File: config.mk
export PLATFORM = sky130hd
export DESIGN_NAME = program_memory_loader_flat
export DESIGN_NICKNAME = d
export VERILOG_FILES = /design/src/rtl/program_memory_loader_if.sv /design/src/rtl/program_memory_loader.sv /design/src/flat_wrapper.sv
export SDC_FILE = /design/constraint.sdc
export NUM_CORES = 1
export LEC_CHECK = 0
export CAP_MARGIN = 20
export CELL_PAD_IN_SITES_DETAIL_PLACEMENT = 1
export CELL_PAD_IN_SITES_GLOBAL_PLACEMENT = 1
export CORE_MARGIN = 4
export CORE_UTILIZATION = 44
export DETAILED_ROUTE_END_ITERATION = 10
export PLACE_DENSITY_LB_ADDON = 0.1
export SETUP_SLACK_MARGIN = 0.1
export SLEW_MARGIN = 20
export SYNTH_ARGS = -nofsm -noshare
export SYNTH_HDL_FRONTEND = slang
export SYNTH_SLANG_ARGS = --single-unit
File: constraint.sdc
create_clock -name clk -period 5.45 [get_ports clk]
set_clock_uncertainty 0.05 [all_clocks]
set_input_delay 1.09 -clock clk [delete_from_list [all_inputs] [get_ports clk]]
set_output_delay 1.09 -clock clk [all_outputs]
set_load 0.01 [all_outputs]
File: src/rtl/program_memory_loader_if.sv
// ---------------------------------------------------------------------------
// program_memory_loader_if
// Groups the byte-stream handshake and the program-RAM write port of the
// boot loader.
//   ByteData/ByteValid : byte stream from the host (serial bridge)
//   ByteReady          : loader can take a byte this cycle
//   MemWrite           : one-cycle write strobe to program RAM
//   MemAddress         : byte address of the word written (multiple of 4)
//   MemWriteData       : 32-bit instruction word written
// Modports: master = host / bench side, slave = loader side.
// ---------------------------------------------------------------------------
interface program_memory_loader_if;
    logic [7:0]  ByteData;
    logic        ByteValid;
    logic        ByteReady;
    logic        MemWrite;
    logic [31:0] MemAddress;
    logic [31:0] MemWriteData;

    modport master (
        output ByteData,
        output ByteValid,
        input  ByteReady,
        input  MemWrite,
        input  MemAddress,
        input  MemWriteData
    );

    modport slave (
        input  ByteData,
        input  ByteValid,
        output ByteReady,
        output MemWrite,
        output MemAddress,
        output MemWriteData
    );
endinterface

File: src/rtl/program_memory_loader.sv
// ---------------------------------------------------------------------------
// program_memory_loader
// Boot-time loader: receives header N, 4*N big-endian data bytes and one
// checksum byte, writes N 32-bit words into program RAM and releases the
// processor only after a complete image with an 8-bit zero-sum checksum.
// Ports:
//   clk          : system clock
//   reset        : asynchronous active-low reset
//   Start        : single-cycle pulse, restarts a load from any state
//   bus          : byte stream handshake + program RAM write port (slave)
//   ProcessorRun : high only in DONE (processor's active-low reset)
//   Busy         : high in HEADER, DATA, WRITE, CHECK
//   Done         : high in DONE
//   Error        : high in ERROR
//   WordsLoaded  : words written in the current load
// ---------------------------------------------------------------------------
module program_memory_loader #(
    parameter int MEMORY_DEPTH = 32
) (
    input  logic                    clk,
    input  logic                    reset,
    input  logic                    Start,
    program_memory_loader_if.slave  bus,
    output logic                    ProcessorRun,
    output logic                    Busy,
    output logic                    Done,
    output logic                    Error,
    output logic [7:0]              WordsLoaded
);

    localparam logic [7:0] DEPTH_B = 8'(MEMORY_DEPTH);

    typedef enum logic [2:0] {
        S_IDLE   = 3'd0,
        S_HEADER = 3'd1,
        S_DATA   = 3'd2,
        S_WRITE  = 3'd3,
        S_CHECK  = 3'd4,
        S_DONE   = 3'd5,
        S_ERROR  = 3'd6
    } state_t;

    state_t      r_state;
    logic [7:0]  r_sum;
    logic [1:0]  r_byte_cnt;
    logic [7:0]  r_word_idx;
    logic [7:0]  r_n;
    logic [23:0] r_shift;
    logic        r_ready;
    logic        r_busy;
    logic        r_done;
    logic        r_error;
    logic        r_run;
    logic        r_mem_write;
    logic [31:0] r_mem_addr;
    logic [31:0] r_mem_data;

    logic        w_accept;
    logic [7:0]  w_sum_next;
    logic [7:0]  w_idx_next;

    // Start masks ByteReady in its own cycle so a restart never swallows a byte.
    assign bus.ByteReady    = r_ready & ~Start;
    assign w_accept         = bus.ByteValid & bus.ByteReady;
    assign w_sum_next       = r_sum + bus.ByteData;
    assign w_idx_next       = r_word_idx + 8'd1;

    assign bus.MemWrite     = r_mem_write;
    assign bus.MemAddress   = r_mem_addr;
    assign bus.MemWriteData = r_mem_data;
    assign ProcessorRun     = r_run;
    assign Busy             = r_busy;
    assign Done             = r_done;
    assign Error            = r_error;
    assign WordsLoaded      = r_word_idx;

    // Loader FSM with registered status/strobe outputs set on each transition.
    always_ff @(posedge clk or negedge reset) begin
        if (!reset) begin
            r_state     <= S_IDLE;
            r_sum       <= 8'd0;
            r_byte_cnt  <= 2'd0;
            r_word_idx  <= 8'd0;
            r_n         <= 8'd0;
            r_shift     <= 24'd0;
            r_ready     <= 1'b0;
            r_busy      <= 1'b0;
            r_done      <= 1'b0;
            r_error     <= 1'b0;
            r_run       <= 1'b0;
            r_mem_write <= 1'b0;
            r_mem_addr  <= 32'd0;
            r_mem_data  <= 32'd0;
        end else if (Start) begin
            // Restart: partial word discarded, RAM contents left as they are.
            r_state     <= S_HEADER;
            r_sum       <= 8'd0;
            r_byte_cnt  <= 2'd0;
            r_word_idx  <= 8'd0;
            r_shift     <= 24'd0;
            r_ready     <= 1'b1;
            r_busy      <= 1'b1;
            r_done      <= 1'b0;
            r_error     <= 1'b0;
            r_run       <= 1'b0;
            r_mem_write <= 1'b0;
        end else begin
            r_mem_write <= 1'b0;
            case (r_state)
                S_HEADER: begin
                    if (w_accept) begin
                        r_sum <= w_sum_next;
                        r_n   <= bus.ByteData;
                        if ((bus.ByteData == 8'd0) || (bus.ByteData > DEPTH_B)) begin
                            r_state <= S_ERROR;
                            r_ready <= 1'b0;
                            r_busy  <= 1'b0;
                            r_error <= 1'b1;
                        end else begin
                            r_state <= S_DATA;
                        end
                    end
                end
                S_DATA: begin
                    if (w_accept) begin
                        r_sum      <= w_sum_next;
                        r_shift    <= {r_shift[15:0], bus.ByteData};
                        r_byte_cnt <= r_byte_cnt + 2'd1;
                        if (r_byte_cnt == 2'd3) begin
                            // Fourth byte completes the word: strobe lasts the WRITE cycle.
                            r_state     <= S_WRITE;
                            r_ready     <= 1'b0;
                            r_mem_write <= 1'b1;
                            r_mem_addr  <= {22'd0, r_word_idx, 2'b00};
                            r_mem_data  <= {r_shift, bus.ByteData};
                        end
                    end
                end
                S_WRITE: begin
                    r_word_idx <= w_idx_next;
                    r_ready    <= 1'b1;
                    if (w_idx_next == r_n) begin
                        r_state <= S_CHECK;
                    end else begin
                        r_state <= S_DATA;
                    end
                end
                S_CHECK: begin
                    if (w_accept) begin
                        r_sum   <= w_sum_next;
                        r_ready <= 1'b0;
                        r_busy  <= 1'b0;
                        if (w_sum_next == 8'd0) begin
                            r_state <= S_DONE;
                            r_done  <= 1'b1;
                            r_run   <= 1'b1;
                        end else begin
                            r_state <= S_ERROR;
                            r_error <= 1'b1;
                        end
                    end
                end
                S_IDLE, S_DONE, S_ERROR: begin
                    r_state <= r_state;
                end
                default: begin
                    r_state <= S_IDLE;
                    r_ready <= 1'b0;
                    r_busy  <= 1'b0;
                    r_done  <= 1'b0;
                    r_error <= 1'b0;
                    r_run   <= 1'b0;
                end
            endcase
        end
    end

endmodule

File: src/flat_wrapper.sv
// flat-port wrapper written by rule: the top's interface ports become plain ports
module program_memory_loader_flat 
#(
    parameter int MEMORY_DEPTH = 32
)
  (clk, reset, Start, ProcessorRun, Busy, Done, Error, WordsLoaded, bus_ByteData, bus_ByteValid, bus_ByteReady, bus_MemWrite, bus_MemAddress, bus_MemWriteData);
  program_memory_loader_if bus_i ();
  input  logic clk;
  input  logic reset;
  input  logic Start;
  output logic ProcessorRun;
  output logic Busy;
  output logic Done;
  output logic Error;
  output logic [7:0] WordsLoaded;
  input wire logic [$bits(bus_i.ByteData)-1:0] bus_ByteData;
  input wire logic [$bits(bus_i.ByteValid)-1:0] bus_ByteValid;
  output wire logic [$bits(bus_i.ByteReady)-1:0] bus_ByteReady;
  output wire logic [$bits(bus_i.MemWrite)-1:0] bus_MemWrite;
  output wire logic [$bits(bus_i.MemAddress)-1:0] bus_MemAddress;
  output wire logic [$bits(bus_i.MemWriteData)-1:0] bus_MemWriteData;
  assign bus_i.ByteData = bus_ByteData;
  assign bus_i.ByteValid = bus_ByteValid;
  assign bus_ByteReady = bus_i.ByteReady;
  assign bus_MemWrite = bus_i.MemWrite;
  assign bus_MemAddress = bus_i.MemAddress;
  assign bus_MemWriteData = bus_i.MemWriteData;
  program_memory_loader #(.MEMORY_DEPTH(MEMORY_DEPTH)) u_core (.clk(clk), .reset(reset), .Start(Start), .bus(bus_i), .ProcessorRun(ProcessorRun), .Busy(Busy), .Done(Done), .Error(Error), .WordsLoaded(WordsLoaded));
endmodule
==> results by group <==
Finish
  – Most frequent cells in the layout: dfrtp_1 (98), clkdlybuf4s50_1 (64), nand2_1 (63), mux2_2 (45), conb_1 (24)
  – Fillers: 1,141
  – FF+latch area: 2450 µm²
  – Final nets: 527
  – Area delta synth->final: 17.8%
  – Final Util: 0.540
  – Area of the multi-input gates: 2140 µm²
  – Layout cell share with drive strength beyond 1: 0.153
  – Final cell count without fillers: 646
  – Ant diodes: 0
  – Commonest non-fill, non-tap cell in the layout: dfrtp_1

Pwr
  – Cell Pwr Density: 295 nW/µm²
  – VDD IR max: 0.146 mV
  – Total power: 1.68 mW
  – Leak: 2.61 nW

Synthesis
  – Top cells by area, synth: dfrtp_1 (51%), mux2_2 (11%), nand2_1 (5.0%)
  – Area leader, netlist: dfrtp_1
  – Synth Register Bits: 98
  – YS warnings: 0
  – Syn Area/Cell: 10.7 µm²
  – Main synth FF type: dfrtp_1
  – Register area share after synthesis: 0.509
  – Post-synth EDFFs: 0
  – Synth Cell Area: 4820 µm²
  – Synth top area share: 0.509
  – Post-synthesis cell type count: 50
  – Fraction of registers with async set/reset: 1.00
  – Cells after synthesis: 449

Clock network
  – Total clock sinks: 98
  – Clk slew on worst S/H paths: 0.10 ns
  – Clock Tree Buf Depth: 2
  – CTS tree: yes
  – Cts repair resizes: 0
  – Clk Latency, worst-skew pair: 0.37 ns
  – H-tree levels: 3
  – TritonCTS buffer count: 9
  – Number of hold buffers added after cts: 0
  – CTS root buf: clkbuf_8
  – Postcts setup bufs: 0

Die
  – Die ar.: 12,700 µm²
  – # IOs: 90
  – Row count: 37
  – Die Y: 113 µm
  – Width of the die: 113 µm
  – Core ar.: 10,500 µm²
  – Initial core utilization: 0.459

Worst setup path
  – Worst Setup Start Kind: primary input
  – WP buf/inv: 1
  – Worst Path Class, Setup: in2reg
  – Critical Path AT: 3.81 ns
  – Worst Setup End Kind: register
  – CP max-delay cell: clkdlybuf4s50_1
  – Worst path max stage delay: 0.50 ns
  – CP Max Fanout: 5
  – CP required: 5.66 ns
  – Family with the most delay on the worst path: compound AO/OA/AOI/OAI gates
  – Cells along the critical path: clkdlybuf4s50_1 -> ha_1 -> fa_1 -> and3_4 -> o2111a_1 -> a311oi_2 -> nand2_1 -> or3_4 -> o311a_1

Global routing
  – Total track usage: 0.186
  – Largest net degree at the start of global routing: 60
  – Initial antenna violation count: 0
  – First-pass GRT wire length: 19,000 µm
  – Vias in the first global route: 3,715
  – Total grt overflow: 0

Route
  – Via-per-instance ratio: 5.34
  – ANT nets after route: 0
  – DR vias: 3,452
  – Pre-antenna DRT Iters: 4
  – Detailed-route DRC error count: 0
  – Wire per inst: 17.5 µm
  – Starting DRT DRC Count: 101
  – DRT Wirelength: 11,300 µm

Placed design
  – Placed Instances: 630
  – DP Wirelength: 8100 µm
  – Port bufs: 65
  – Final Wtd Congestion: 0.849

Timing
  – Setup violators final: 0
  – Final Cycle Share: 0.659
  – Minimum clock period: 3.59 ns
  – Setup Total Neg Slack: 0 ns
  – Final Hold Fails: 0
  – WHS: 0.460 ns
  – Slew headroom: 0.342
  – FMAX: 0.278 GHz
  – Slew Viols, Final: 0
  – Worst-Margin Slew: 0.984 ns
  – RSZ-0062 raised after global routing: false

Status
  – Status: finished, final reports clean

Worst hold path
  – Hold Crit Class: reg2reg

Job
  – Max Cap Viol: 0
kinds of logic (layout without fill, tap and decap cells):
group           count (synthesis)  in the layout  share of synthesized area
compound gates                 67             67                     0.0885
simple gates                  142            142                      0.148
buf+inv                        57             95                     0.0649
fa+ha+maj                      10             10                     0.0275
mux                            52             52                      0.121
flops                          98             98                      0.509
xor+xnor                       22             22                     0.0400
other cells                     1             24                   0.000778
area by class of cell:
class | count | share of cell area
clock buffer | 10 | 0.0242
clock inverter | 6 | 0.0106
timing repair buffer | 69 | 0.119
sequential | 98 | 0.432
tap | 136 | 0.0300
multi-input combinational | 317 | 0.377
inverter | 10 | 0.00661
Yosys cell counts (3+ instances only):
cell and count:
dfrtp_1 98, buf_2 4, o21ai_1 3, nand3b_1 18
clkbuf_1 18, or3_1 3, nand2_1 64, a31oi_1 5
nand4_1 3, or3b_2 3, nor3_1 8, o21ai_0 16
mux2_2 45, inv_1 10, nor2b_1 3, nand3_1 7
a21oi_1 23, ha_1 9, xnor2_1 15, nand2b_1 3
buf_4 25, xor2_1 7, mux2_1 5, nor2_1 21
through the flow:
stage / setup slack (ns) / cell area, µm²
2_1_floorplan: 2.19 / 4900
3_3_place_gp: 1.54 / 5480
3_5_place_dp: 1.47 / 5480
4_1_cts: 1.87 / 5680
5_1_grt: 1.76 / 5680
6_report: 1.86 / 5680
state kept, by name (all words and copies together) (netlist names), 2 cells and up:
name                     flops
u_core.bus.MemWriteData     32
u_core.r_shift              24
u_core.WordsLoaded           8
u_core.bus.MemAddress        8
u_core.r_n                   8
u_core.r_sum                 8
u_core.r_state               3
u_core.r_byte_cnt            2
path summary, 6_finish.rpt:
check | from | endpoint | slack [ns] | cells past startpoint
worst max-delay path | bus_ByteData[0] | u_core.Error | 1.86 | 9
max in group asynchronous | reset | u_core.r_byte_cnt[0] | 3.58 | 2
worst min register to register | u_core.bus.MemAddress[9] | u_core.bus.MemAddress[9] | 0.46 | 1
worst min-delay path | u_core.bus.MemAddress[9] | u_core.bus.MemAddress[9] | 0.46 | 1
worst max register to register | u_core.r_sum[0] | u_core.Error | 2.73 | 8
min in group asynchronous | reset | u_core.bus.MemAddress[7] | 0.65 | 1
report_power, final:
group	total, mW	leakage [nW]	switching (mW)	internal, mW
clock	0.467	0.0942	0.278	0.189
sequential	0.849	1.34	0.0672	0.782
combinational	0.360	1.18	0.199	0.161
total	1.68	2.61	0.544	1.13
per-layer routing:
layer	up-vias	track usage	share of wire	wire, µm
met1	1734	0.235	0.44	4920
met5	-	0	0	0
met3	15	0.0270	0.038	435
li1	1622	-	-	-
met2	81	0.323	0.50	5700
met4	0	0.0673	0.023	257
Power figures use the tool's default switching activity.
